===== src/rtl/mul_operand_sequencer_pkg.sv =====
// ============================================================================
// Module      : mul_seq_pkg
// Description : Shared types, widths and helpers for the multiplier operand
//               sequencer.
// Revision    : 1.0 - initial release
// ============================================================================
`default_nettype none

package mul_seq_pkg;

    typedef enum logic [1:0] {
        LOAD = 2'd0,
        WAIT = 2'd1,
        SEND = 2'd2
    } seq_state_t;

    localparam int OPERAND_BYTES = 4;
    localparam int RESULT_BYTES  = 4;
    localparam int BYTE_W        = 8;
    localparam int OPERAND_W     = 16;
    localparam int PRODUCT_W     = 32;

    localparam logic [1:0] IDX_LAST_OPERAND = 2'(OPERAND_BYTES - 1);
    localparam logic [1:0] IDX_LAST_RESULT  = 2'(RESULT_BYTES - 1);

    // Little-endian byte select: idx 0 returns P[7:0].
    function automatic logic [BYTE_W-1:0] result_byte(
        input logic [PRODUCT_W-1:0] p,
        input logic [1:0]           idx
    );
        return p[{idx, 3'b000} +: BYTE_W];
    endfunction

endpackage : mul_seq_pkg

`default_nettype wire


===== src/rtl/mul_operand_sequencer_if.sv =====
// ============================================================================
// Module      : mul_operand_sequencer_if
// Description : Byte streams, multiplier operand/product bus and status of
//               the operand sequencer.
// Revision    : 1.0 - initial release
// ============================================================================
`default_nettype none

interface mul_operand_sequencer_if;
    import mul_seq_pkg::*;

    logic [BYTE_W-1:0]    din;
    logic                 din_valid;
    logic                 din_ready;
    logic [OPERAND_W-1:0] mul_a;
    logic [OPERAND_W-1:0] mul_b;
    logic [PRODUCT_W-1:0] mul_p;
    logic [BYTE_W-1:0]    dout;
    logic                 dout_valid;
    logic                 dout_ready;
    logic                 busy;
    logic [15:0]          op_count;

    // Environment side: byte source, byte sink and multiplier.
    modport master (
        output din, din_valid, dout_ready, mul_p,
        input  din_ready, mul_a, mul_b, dout, dout_valid, busy, op_count
    );

    // Sequencer side.
    modport slave (
        input  din, din_valid, dout_ready, mul_p,
        output din_ready, mul_a, mul_b, dout, dout_valid, busy, op_count
    );

endinterface : mul_operand_sequencer_if

`default_nettype wire


===== src/rtl/mul_operand_sequencer.sv =====
// ============================================================================
// Module      : mul_operand_sequencer
// Description : Assembles two signed 16-bit operands from a byte stream,
//               waits out the multiplier latency and streams the product back.
// Revision    : 1.0 - initial release
// ============================================================================
`default_nettype none

module mul_operand_sequencer
    import mul_seq_pkg::*;
#(
    parameter int MUL_LATENCY = 1
) (
    input  logic                    wb_clk_i,
    input  logic                    wb_rst_n_i,
    mul_operand_sequencer_if.slave  bus
);

    localparam logic [3:0] C_LAT_INIT = 4'(MUL_LATENCY);

    seq_state_t           r_state;
    logic [1:0]           r_idx;
    logic [3:0]           r_lat;
    logic [OPERAND_W-1:0] r_a;
    logic [OPERAND_W-1:0] r_b;
    logic [PRODUCT_W-1:0] r_result;
    logic [15:0]          r_op_count;
    logic                 r_din_ready;
    logic                 r_dout_valid;
    logic                 r_busy;

    logic                 w_din_fire;
    logic                 w_dout_fire;

    assign w_din_fire  = bus.din_valid & r_din_ready;
    assign w_dout_fire = r_dout_valid & bus.dout_ready;

    // Status outputs are flops updated alongside the state, so no input
    // handshake signal reaches them combinationally.
    always_ff @(posedge wb_clk_i or negedge wb_rst_n_i) begin
        if (!wb_rst_n_i) begin
            r_state      <= LOAD;
            r_idx        <= 2'd0;
            r_lat        <= 4'd0;
            r_a          <= '0;
            r_b          <= '0;
            r_result     <= '0;
            r_op_count   <= 16'd0;
            r_din_ready  <= 1'b1;
            r_dout_valid <= 1'b0;
            r_busy       <= 1'b0;
        end else begin
            case (r_state)
                LOAD: begin
                    if (w_din_fire) begin
                        case (r_idx)
                            2'd0:    r_a[BYTE_W-1:0]         <= bus.din;
                            2'd1:    r_a[OPERAND_W-1:BYTE_W] <= bus.din;
                            2'd2:    r_b[BYTE_W-1:0]         <= bus.din;
                            default: r_b[OPERAND_W-1:BYTE_W] <= bus.din;
                        endcase
                        if (r_idx == IDX_LAST_OPERAND) begin
                            r_state     <= WAIT;
                            r_idx       <= 2'd0;
                            r_lat       <= C_LAT_INIT;
                            r_din_ready <= 1'b0;
                            r_busy      <= 1'b1;
                        end else begin
                            r_idx <= r_idx + 2'd1;
                        end
                    end
                end

                WAIT: begin
                    // One extra edge after the count expires lets the product
                    // of the final operand byte settle before capture.
                    if (r_lat == 4'd0) begin
                        r_result     <= bus.mul_p;
                        r_state      <= SEND;
                        r_idx        <= 2'd0;
                        r_dout_valid <= 1'b1;
                    end else begin
                        r_lat <= r_lat - 4'd1;
                    end
                end

                SEND: begin
                    if (w_dout_fire) begin
                        if (r_idx == IDX_LAST_RESULT) begin
                            r_state      <= LOAD;
                            r_idx        <= 2'd0;
                            r_op_count   <= r_op_count + 16'd1;
                            r_dout_valid <= 1'b0;
                            r_din_ready  <= 1'b1;
                            r_busy       <= 1'b0;
                        end else begin
                            r_idx <= r_idx + 2'd1;
                        end
                    end
                end

                default: begin
                    r_state      <= LOAD;
                    r_idx        <= 2'd0;
                    r_din_ready  <= 1'b1;
                    r_dout_valid <= 1'b0;
                    r_busy       <= 1'b0;
                end
            endcase
        end
    end

    assign bus.din_ready  = r_din_ready;
    assign bus.dout_valid = r_dout_valid;
    assign bus.busy       = r_busy;
    assign bus.mul_a      = r_a;
    assign bus.mul_b      = r_b;
    assign bus.op_count   = r_op_count;
    assign bus.dout       = result_byte(r_result, r_idx);

endmodule : mul_operand_sequencer

`default_nettype wire


===== src/flat_wrapper.sv =====
// flat-port wrapper written by rule: the top's interface ports become plain ports
module mul_operand_sequencer_flat import mul_seq_pkg::*;
#(
    parameter int MUL_LATENCY = 1
)
  (wb_clk_i, wb_rst_n_i, bus_din, bus_din_valid, bus_dout_ready, bus_mul_p, bus_din_ready, bus_mul_a, bus_mul_b, bus_dout, bus_dout_valid, bus_busy, bus_op_count);
  mul_operand_sequencer_if bus_i ();
  input  logic wb_clk_i;
  input  logic wb_rst_n_i;
  input wire logic [$bits(bus_i.din)-1:0] bus_din;
  input wire logic [$bits(bus_i.din_valid)-1:0] bus_din_valid;
  input wire logic [$bits(bus_i.dout_ready)-1:0] bus_dout_ready;
  input wire logic [$bits(bus_i.mul_p)-1:0] bus_mul_p;
  output wire logic [$bits(bus_i.din_ready)-1:0] bus_din_ready;
  output wire logic [$bits(bus_i.mul_a)-1:0] bus_mul_a;
  output wire logic [$bits(bus_i.mul_b)-1:0] bus_mul_b;
  output wire logic [$bits(bus_i.dout)-1:0] bus_dout;
  output wire logic [$bits(bus_i.dout_valid)-1:0] bus_dout_valid;
  output wire logic [$bits(bus_i.busy)-1:0] bus_busy;
  output wire logic [$bits(bus_i.op_count)-1:0] bus_op_count;
  assign bus_i.din = bus_din;
  assign bus_i.din_valid = bus_din_valid;
  assign bus_i.dout_ready = bus_dout_ready;
  assign bus_i.mul_p = bus_mul_p;
  assign bus_din_ready = bus_i.din_ready;
  assign bus_mul_a = bus_i.mul_a;
  assign bus_mul_b = bus_i.mul_b;
  assign bus_dout = bus_i.dout;
  assign bus_dout_valid = bus_i.dout_valid;
  assign bus_busy = bus_i.busy;
  assign bus_op_count = bus_i.op_count;
  mul_operand_sequencer #(.MUL_LATENCY(MUL_LATENCY)) u_core (.wb_clk_i(wb_clk_i), .wb_rst_n_i(wb_rst_n_i), .bus(bus_i));
endmodule

===== config.mk =====
export PLATFORM = sky130hd
export DESIGN_NAME = mul_operand_sequencer_flat
export DESIGN_NICKNAME = d
export VERILOG_FILES = /design/src/rtl/mul_operand_sequencer_pkg.sv /design/src/rtl/mul_operand_sequencer_if.sv /design/src/rtl/mul_operand_sequencer.sv /design/src/flat_wrapper.sv
export SDC_FILE = /design/constraint.sdc
export NUM_CORES = 1
export LEC_CHECK = 0
export BUFFER_PORTS_ARGS = -buffer_cell sky130_fd_sc_hd__buf_2
export CORE_UTILIZATION = 52
export DETAILED_ROUTE_END_ITERATION = 6
export MAX_ROUTING_LAYER = met4
export PLACE_DENSITY = 0.8
export SLEW_MARGIN = 0
export SYNTH_ARGS = -nofsm -noshare
export SYNTH_HDL_FRONTEND = slang
export SYNTH_SLANG_ARGS = --single-unit

===== constraint.sdc =====
create_clock -name wb_clk_i -period 2.2 [get_ports wb_clk_i]
set_input_delay 0.33 -clock wb_clk_i [delete_from_list [all_inputs] [get_ports wb_clk_i]]
set_output_delay 0.33 -clock wb_clk_i [all_outputs]
set_load 0.05 [all_outputs]

==> flow_summary_export.csv, run 1 <==
group,metric,value,unit
timing,finClkSkew,14.25,ps
layout,multi_input_comb_area,0.001565,mm2
logic_synthesis,synth_area_per_cell,14.48,um2
layout,layout_common_cells,"buf_2, dfrtp_1, mux2_2, nand2_1, clkbuf_8",
timing,hold_viol_final,0,
layout,final-seq-area,0.002278,mm2
logic_synthesis,seq_area_frac_synth,58.29,%
critical_path,crit_arrival,1710,ps
die,initial_core_util,53.89,%
clocking,cts_root_buf,"clkbuf_8",
pwr,clkPwrFrac,14.7,%
logic_synthesis,netlist_instances,270,
critical_path,path_max_fanout,13,
grt,grt_max_degree,43,
clocking,ctsHtreeMaxLevel,3,
layout,drive_gt1_share,52.58,%
timing,grt_setup_unrepaired,"no",
layout,final_nets,435,
pwr,peakVddDrop,1065,uV
routing,vias,2537,
pwr,switchingPower,3.589,mW
die,core_area,0.007253,mm2
pwr,pwr-share-comb,50.2,%
layout,n_antenna_cell,0,
clocking,numCtsBuffers,9,
grt,first_global_vias,2533,
layout,layout_commonest_cell,"buf_2",
timing,fmax,490.2,MHz
timing,final.setup.tns,0,ps
placed_design,hpwlAfterDp,5.352,mm
clocking,clk-insertion-delay-late,340,ps
routing,wl,7.481,mm
clocking,cts_tree,"yes",
logic_synthesis,ys.warnings.count,0,
die,row_count,31,
grt,antenna_found_initial,0,
timing,worst_slew_pin_slew,512.3,ps
clocking,clk_pin_slew_worst_paths,90,ps
placed_design,post-place-cells,470,
timing,relSlewSlack,65.77,%
grt,gr-total-overflow,0,
flow_run,drv_cap,0,
logic_synthesis,syn_area,0.003909,mm2
min_path,hold_path.class,"in2reg",
critical_path,worstPathRequired,1870,ps
die,die_area,0.007868,mm2
timing,min_period,2040,ps
layout,synthToLayoutAreaGrowth,22.89,%
clocking,cts_buffer_depth,2,
outcome,outcome,"complete, no violations",
routing,first_iter_violations,89,
placed_design,port_buffers,102,
clocking,cts_num_sinks,91,
die,ioPinCount,103,
die,die_h,88.70,um
layout,layout.cells.non_filler,487,
routing,vias_per_cell,5.209,
critical_path,crit_type,"reg2out",
logic_synthesis,syn_nets,322,
timing,slew_viol_final,0,
routing,wl_per_cell,15.36,um
routing,drc_errors,0,
layout,fill_cells,562,
pwr,internal_power,4.364,mW
critical_path,cp-start-kind,"flip-flop",
pwr,p_leak,2.326,nW
routing,firstDrtPassIters,4,
timing,finalCritPeriodShare,92.73,%
grt,grt_use_total,21.45,%
routing,final_antenna_net_count,0,
die,die-width,88.70,um
placed_design,place_congestion,0.7970,
critical_path,endpoint_kind,"output pin",
logic_synthesis,synth_seq_cells,91,
pwr,swShare,45.13,%
timing,finalSetupViolations,0,
pwr,seqPwrFrac,35.1,%
pwr,powerDensity,1656,mW/mm2
grt,grt_pass1_wl,12.12,mm
clocking,cts_setup_buffers,0,
logic_synthesis,synth_cell_types,37,
worst paths after layout:
check	from	endpoint	slack (ps)	cells past startpoint
worst min register to register	u_core.bus.op_count[15]	u_core.bus.op_count[15]	490	1
worst min-delay path	bus_mul_p[4]	u_core.r_result[4]	220	2
worst max-delay path	u_core.r_idx[0]	bus_dout[1]	160	3
worst max register to register	u_core.r_lat[0]	u_core.r_idx[0]	350	6
min in group asynchronous	wb_rst_n_i	u_core.r_result[4]	460	2
max in group asynchronous	wb_rst_n_i	u_core.r_result[28]	1130	3
power groups by stage:
stage	Sequential, mW	Combinational [mW]	Clock, mW
5_1_grt	2.90	4.23	1.27
3_5_place_dp	2.82	4.02	0
4_1_cts	2.79	4.03	1.20
3_3_place_gp	2.78	3.95	0
6_report	2.79	3.99	1.17
2_1_floorplan	3.90	2.01	0
per-stage QoR:
step	power [mW]	setup WS, ps	utilization [%]	hold WS, ps	instance area, um2
CTS	8.020	123.6	66.22	198.4	4803
finish	7.954	160.0	66.22	215.4	4803
global placement	6.722	425.7	63.15	284.2	4581
global route	8.404	40.49	66.22	190.2	4803
detailed placement	6.835	369.3	63.15	288.6	4581
floorplan	5.910	296.0	-	34.41	3909
cells by family after synthesis:
logic type / share of synthesized area [%]
compound gates: 2.273
xor+xnor: 3.361
fa+ha+maj: 2.561
buf+inv: 1.665
flops: 58.29
mux: 23.88
simple gates: 7.971
layout make-up:
cell class              count  share of cell area, %
well taps                  99                  2.579
multi-input cells         163                  32.59
flip-flops and latches     91                  47.43
repair buffers            108                  12.19
inverters                  10                 0.7815
clock inverters             5                  1.276
clock buffers              11                  3.152
synth_stat cells:
cell type | n | area (um2)
o21ai_0 | 5 | 25.02
mux2_2 | 66 | 743.2
or3b_2 | 1 | 8.760
xor2_1 | 5 | 43.79
dfrtp_1 | 90 | 2252
nor3b_1 | 1 | 7.510
o31ai_1 | 2 | 15.01
o21a_1 | 1 | 7.510
mux2i_1 | 1 | 10.01
clkbuf_1 | 2 | 7.510
inv_1 | 10 | 37.54
nor3_2 | 1 | 10.01
nor4_4 | 1 | 21.27
nand4b_4 | 1 | 23.77
and3_1 | 1 | 6.260
and3_2 | 1 | 7.510
ha_1 | 8 | 100.1
xnor2_1 | 10 | 87.58
nand4b_1 | 1 | 8.760
or4_4 | 1 | 11.26
nor3_1 | 1 | 5.000
nand3b_1 | 1 | 7.510
a21o_1 | 3 | 22.52
nor2_1 | 8 | 30.03
nand4_1 | 5 | 31.28
dfstp_2 | 1 | 26.28
and4_1 | 1 | 8.760
nand2_1 | 13 | 48.80
nand3_1 | 7 | 35.03
nor2b_1 | 1 | 6.260
buf_2 | 4 | 20.02
or3_1 | 1 | 6.260
nand2b_1 | 3 | 18.77
or3b_1 | 1 | 8.760
mux4_2 | 8 | 180.2
a21oi_1 | 2 | 10.01
o2bb2ai_1 | 1 | 8.760
worst max-delay path, cell delays in order (launching register included):
cell and delay, ps:
dfrtp_1 360, buf_4 250, mux4_2 530, buf_2 230
registers in the layout, summed over array words and instances, names as in the netlist, 2 cells and up:
register,count
u_core.r_result,32
u_core.bus.mul_a,16
u_core.bus.mul_b,16
u_core.bus.op_count,16
u_core.r_lat,4
u_core.r_idx,2
u_core.r_state,2
metal layers:
| metal | GRT usage [%] | part of all wire, % |
|---|---|---|
| met4 | 7.185 | 1.2 |
| met3 | 4.664 | 3.1 |
| met5 | - | 0 |
| met2 | 34.41 | 51 |
| met1 | 27.14 | 45 |
timing repair:
action / CTS / global route
hold endpoints to repair: 28 / 0
resized for setup: 0 / 0
hold buffers: 1 / 0
(Power assumes the default switching activity.)
==> run 2: changes to the inputs <==
--- a/config.mk
+++ b/config.mk
@@ -5,11 +5,12 @@
 export SDC_FILE = /design/constraint.sdc
 export NUM_CORES = 1
 export LEC_CHECK = 0
-export BUFFER_PORTS_ARGS = -buffer_cell sky130_fd_sc_hd__buf_2
-export CORE_UTILIZATION = 52
+export CORE_UTILIZATION = 62
+export CTS_CLUSTER_DIAMETER = 80
 export DETAILED_ROUTE_END_ITERATION = 6
+export DONT_BUFFER_PORTS = 1
 export MAX_ROUTING_LAYER = met4
-export PLACE_DENSITY = 0.8
+export PLACE_DENSITY = 0.79
 export SLEW_MARGIN = 0
 export SYNTH_ARGS = -nofsm -noshare
 export SYNTH_HDL_FRONTEND = slang
==> flow_summary_export.csv, run 2 (same netlist as run 1, synthesis figures left out) <==
group,metric,value,unit
outcome,outcome,"finished, violations left",
outcome,violations,"negative hold slack",
placed_design,port_buffers,0,
routing,vias_per_cell,5.868,
critical_path,crit_type,"reg2out",
layout,layout.cells.non_filler,372,
timing,final.setup.tns,0,ps
layout,fill_cells,407,
timing,fin_hold_ws,-327.9,ps
clocking,clk-insertion-delay-late,350,ps
routing,final_antenna_net_count,0,
pwr,powerDensity,1730,mW/mm2
die,die-width,81.40,um
pwr,peakVddDrop,1125,uV
clocking,clk_pin_slew_worst_paths,80,ps
layout,n_antenna_cell,0,
routing,vias,2183,
grt,gr-total-overflow,0,
die,ioPinCount,103,
placed_design,post-place-cells,357,
layout,synthToLayoutAreaGrowth,10.12,%
pwr,switchingPower,3.415,mW
routing,firstDrtPassIters,4,
timing,slew_viol_final,0,
critical_path,worstPathRequired,1870,ps
timing,hold_viol_final,91,
min_path,hold_path.class,"in2async",
clocking,cts_root_buf,"clkbuf_8",
layout,largest_reg_flops,32,
critical_path,crit_arrival,1680,ps
timing,worst_slew_pin_slew,544.1,ps
routing,top_layer,"met4",
routing,drc_errors,0,
clocking,ctsHtreeMaxLevel,3,
routing,wl_per_cell,18.65,um
grt,grt_use_total,23.58,%
layout,multi_input_comb_area,0.001565,mm2
layout,layout_common_cells,"dfrtp_1, mux2_2, buf_4, nand2_1, clkbuf_8",
pwr,swShare,45.87,%
die,die_h,81.40,um
die,core_area,0.005991,mm2
grt,antenna_found_initial,0,
timing,min_period,2005,ps
timing,relSlewSlack,63.73,%
critical_path,path_max_fanout,13,
clocking,cts_tree,"yes",
placed_design,hpwlAfterDp,4.732,mm
grt,grt_max_degree,92,
layout,final_nets,345,
timing,finalSetupViolations,0,
timing,finClkSkew,8.730,ps
layout,final-seq-area,0.002278,mm2
layout,layout_commonest_cell,"dfrtp_1",
timing,finalCritPeriodShare,91.15,%
critical_path,cp-start-kind,"flip-flop",
clocking,cts_num_sinks,91,
timing,grt_setup_unrepaired,"no",
timing,fin_ws,194.8,ps
die,row_count,28,
die,die_area,0.006626,mm2
critical_path,endpoint_kind,"output pin",
routing,wl_met3,485,um
grt,first_global_vias,2303,
grt,grt_pass1_wl,11.01,mm
pwr,clkPwrFrac,15.0,%
timing,fmax,498.7,MHz
routing,wl_met1,2.967,mm
clocking,numCtsBuffers,9,
die,initial_core_util,65.25,%
routing,first_iter_violations,100,
pwr,internal_power,4.031,mW
pwr,seqPwrFrac,52.5,%
flow_run,drv_cap,0,
pwr,pwr-share-comb,32.5,%
placed_design,place_congestion,0.7859,
pwr,p_leak,1.954,nW
clocking,cts_buffer_depth,2,
routing,route.met2.wl,3.401,mm
layout,top_register,"u_core.r_result",
routing,wl,6.936,mm
placed_design,dp_slack,341.9,ps
layout,drive_gt1_share,37.71,%
-- run 2: per-stage QoR --
stage	instance area, um2	total power, mW	utilization (%)
2_1_floorplan	3909	5.910	-
3_3_place_gp	4110	6.273	68.61
3_5_place_dp	4110	6.378	68.61
4_1_cts	4304	7.496	71.85
5_1_grt	4304	7.816	71.85
6_report	4304	7.446	71.85
-- run 2: final timing paths --
path                                   endpoint  cells past startpoint  slack [ps]                 from
hold / removal               u_core.r_result[5]                      0        -330           wb_rst_n_i
max in group asynchronous  u_core.bus.din_ready                      0        2280           wb_rst_n_i
min in group wb_clk_i      u_core.bus.mul_b[12]                      1         120           bus_din[4]
hold reg to reg             u_core.r_result[19]                      1         500  u_core.r_result[19]
setup / recovery                    bus_dout[1]                      2         190      u_core.r_idx[0]
setup reg to reg                u_core.r_idx[0]                      6         300      u_core.r_lat[0]
-- run 2: area by class of cell --
cell class,instances,share of cell area [%]
clock buffers,13,3.692
clock inverters,2,0.8140
inverters,10,0.8721
multi-input cells,163,36.37
flip-flops and latches,91,52.94
well taps,75,2.180
repair buffers,18,3.140
-- run 2: repair_timing --
item                       4_1_cts  5_1_grt
hold endpoints to repair        91       91
resized for setup                0        0
setup buffers                    0        0
setup endpoints to repair        0        0
-- run 2: routing by layer --
| layer | up-vias | track usage (%) |
|---|---|---|
| li1 | 1000 | - |
| met1 | 1108 | 29.87 |
| met2 | 69 | 35.50 |
| met3 | 6 | 7.640 |
| met4 | 0 | 8.571 |
| met5 | - | - |
-- run 2: power by group through the flow --
stage | combinational (mW) | sequential (mW) | clock [mW]
finish | 2.42 | 3.91 | 1.12
global route | 2.60 | 4.01 | 1.20
global placement | 2.36 | 3.91 | 0
floorplan | 2.01 | 3.90 | 0
detailed placement | 2.44 | 3.94 | 0
CTS | 2.44 | 3.91 | 1.14
-- run 2: critical path: stages (launching register included) --
cell and delay, ps:
dfrtp_1 360, buf_4 260, mux4_2 700
==> run 3: changes to the inputs <==
--- a/config.mk
+++ b/config.mk
@@ -9,9 +9,9 @@
 export CTS_CLUSTER_DIAMETER = 80
 export DETAILED_ROUTE_END_ITERATION = 6
 export DONT_BUFFER_PORTS = 1
+export GPL_TIMING_DRIVEN = 0
 export MAX_ROUTING_LAYER = met4
 export PLACE_DENSITY = 0.79
-export SLEW_MARGIN = 0
 export SYNTH_ARGS = -nofsm -noshare
 export SYNTH_HDL_FRONTEND = slang
 export SYNTH_SLANG_ARGS = --single-unit
==> flow_summary_export.csv, run 3 (same netlist as run 1, synthesis figures left out) <==
group,metric,value,unit
outcome,outcome,"finished, violations left",
outcome,violations,"negative hold slack",
routing,vias_per_cell,5.936,
grt,grt_max_degree,92,
routing,wl,6.868,mm
layout,top_register,"u_core.r_result",
die,die-width,81.40,um
placed_design,place_congestion,0.7566,
layout,n_antenna_cell,0,
clocking,cts_num_sinks,91,
critical_path,rrSetupSlack,140,ps
timing,hold_viol_final,91,
routing,final_antenna_net_count,0,
layout,fill_cells,406,
layout,layout_commonest_cell,"dfrtp_1",
min_path,hold_path.class,"in2async",
layout,layout_common_cells,"dfrtp_1, mux2_2, nand2_1",
critical_path,worstReg2RegEnd,"u_core.bus.mul_a[8]",
timing,fin_hold_ws,-330.3,ps
critical_path,r2r_cells,5,
clocking,cts_buffer_depth,2,
timing,fin_ws,106.1,ps
layout,synthToLayoutAreaGrowth,8.675,%
grt,gr-total-overflow,0,
die,row_count,28,
routing,firstDrtPassIters,6,
layout,utilization,70.91,%
layout,final_nets,333,
critical_path,path_max_fanout,9,
die,initial_core_util,65.25,%
routing,drc_errors,0,
die,ioPinCount,103,
pwr,powerDensity,1792,mW/mm2
pwr,p_leak,1.893,nW
timing,finClkSkew,9.239,ps
die,core_area,0.005991,mm2
timing,worst_slew_pin_slew,640.0,ps
timing,relSlewSlack,57.33,%
critical_path,reg2reg_from,"u_core.r_idx[1]",
die,die_h,81.40,um
die,die_area,0.006626,mm2
layout,layout.cells.non_filler,361,
critical_path,crit_type,"reg2out",
placed_design,post-place-cells,345,
timing,fmax,477.6,MHz
clocking,cts_tree,"yes",
flow_run,drv_cap,0,
timing,final.setup.tns,0,ps
critical_path,cp-start-kind,"flip-flop",
grt,grt_use_total,23.04,%
clocking,numCtsBuffers,9,
placed_design,hpwlAfterDp,4.740,mm
clocking,cts_root_buf,"clkbuf_8",
timing,finalCritPeriodShare,95.18,%
placed_design,port_buffers,0,
clocking,ctsHtreeMaxLevel,3,
routing,first_iter_violations,87,
routing,vias,2143,
grt,antenna_found_initial,0,
clocking,clk_pin_slew_worst_paths,80,ps
pwr,peakVddDrop,1239,uV
critical_path,crit_arrival,1760,ps
routing,wl_per_cell,19.02,um
timing,slew_viol_final,0,
clocking,clk-insertion-delay-late,350,ps
layout,drive_gt1_share,34.62,%
timing,min_period,2094,ps
layout,largest_reg_flops,32,
grt,first_global_vias,2198,
timing,grt_setup_unrepaired,"no",
grt,grt_pass1_wl,10.75,mm
placed_design,dp_slack,115.4,ps
timing,finalSetupViolations,0,
critical_path,worstPathRequired,1870,ps
critical_path,endpoint_kind,"output pin",
==> run 3: area by class of cell <==
type	instances	area, um2	share of cell area (%)
Inverter	10	37.54	0.8837
Buffer	6	30.03	0.7069
Multi-Input combinational cell	163	1565	36.85
Clock buffer	12	145.1	3.417
Tap cell	75	93.84	2.209
Sequential cell	91	2278	53.64
Clock inverter	4	97.59	2.297
==> run 3: worst max-delay path, stage by stage, from the launching register on <==
cell      delay, ps
dfrtp_1         400
clkbuf_1        450
mux4_2          560
==> run 3: where the power goes <==
part	switching [mW]	internal [mW]	total (mW)
sequential	1.67	2.37	4.03
combinational	1.20	1.04	2.24
clock	0.553	0.787	1.34
==> run 3: how the worst max path moves through the flow <==
stage,to,cells after the start,from
5_1_grt,u_core.bus.mul_a[8],5,u_core.r_idx[1]
4_1_cts,bus_dout[1],2,u_core.r_idx[0]
6_report,bus_dout[1],2,u_core.r_idx[1]
3_5_place_dp,u_core.bus.mul_a[6],5,u_core.r_idx[1]
3_3_place_gp,u_core.bus.mul_a[11],5,u_core.r_idx[1]
2_1_floorplan,u_core.bus.op_count[15],4,u_core.bus.dout_valid
==> run 3: what timing repair did <==
item	in CTS	in global routing
hold endpoints to repair	91	91
gates resized for setup	1	0
setup endpoints to repair	7	0
buffers inserted	0	0
==> run 3: through the flow <==
step / power (mW) / hold slack [ps] / cell area [um2]
after global placement: 6.221 / 36.23 / 4003
after floorplan: 5.910 / 34.41 / 3909
after CTS: 7.678 / -350.1 / 4248
final: 7.614 / -330.3 / 4248
after detailed placement: 6.327 / 36.70 / 4003
after global routing: 7.980 / -359.4 / 4248
==> run 3: layer usage <==
metal  share of wire (%)  GRT usage [%]
met1                  42          28.47
met2                  48          34.08
met3                 8.2          9.775
met4                 1.6          7.679
met5                   0              -
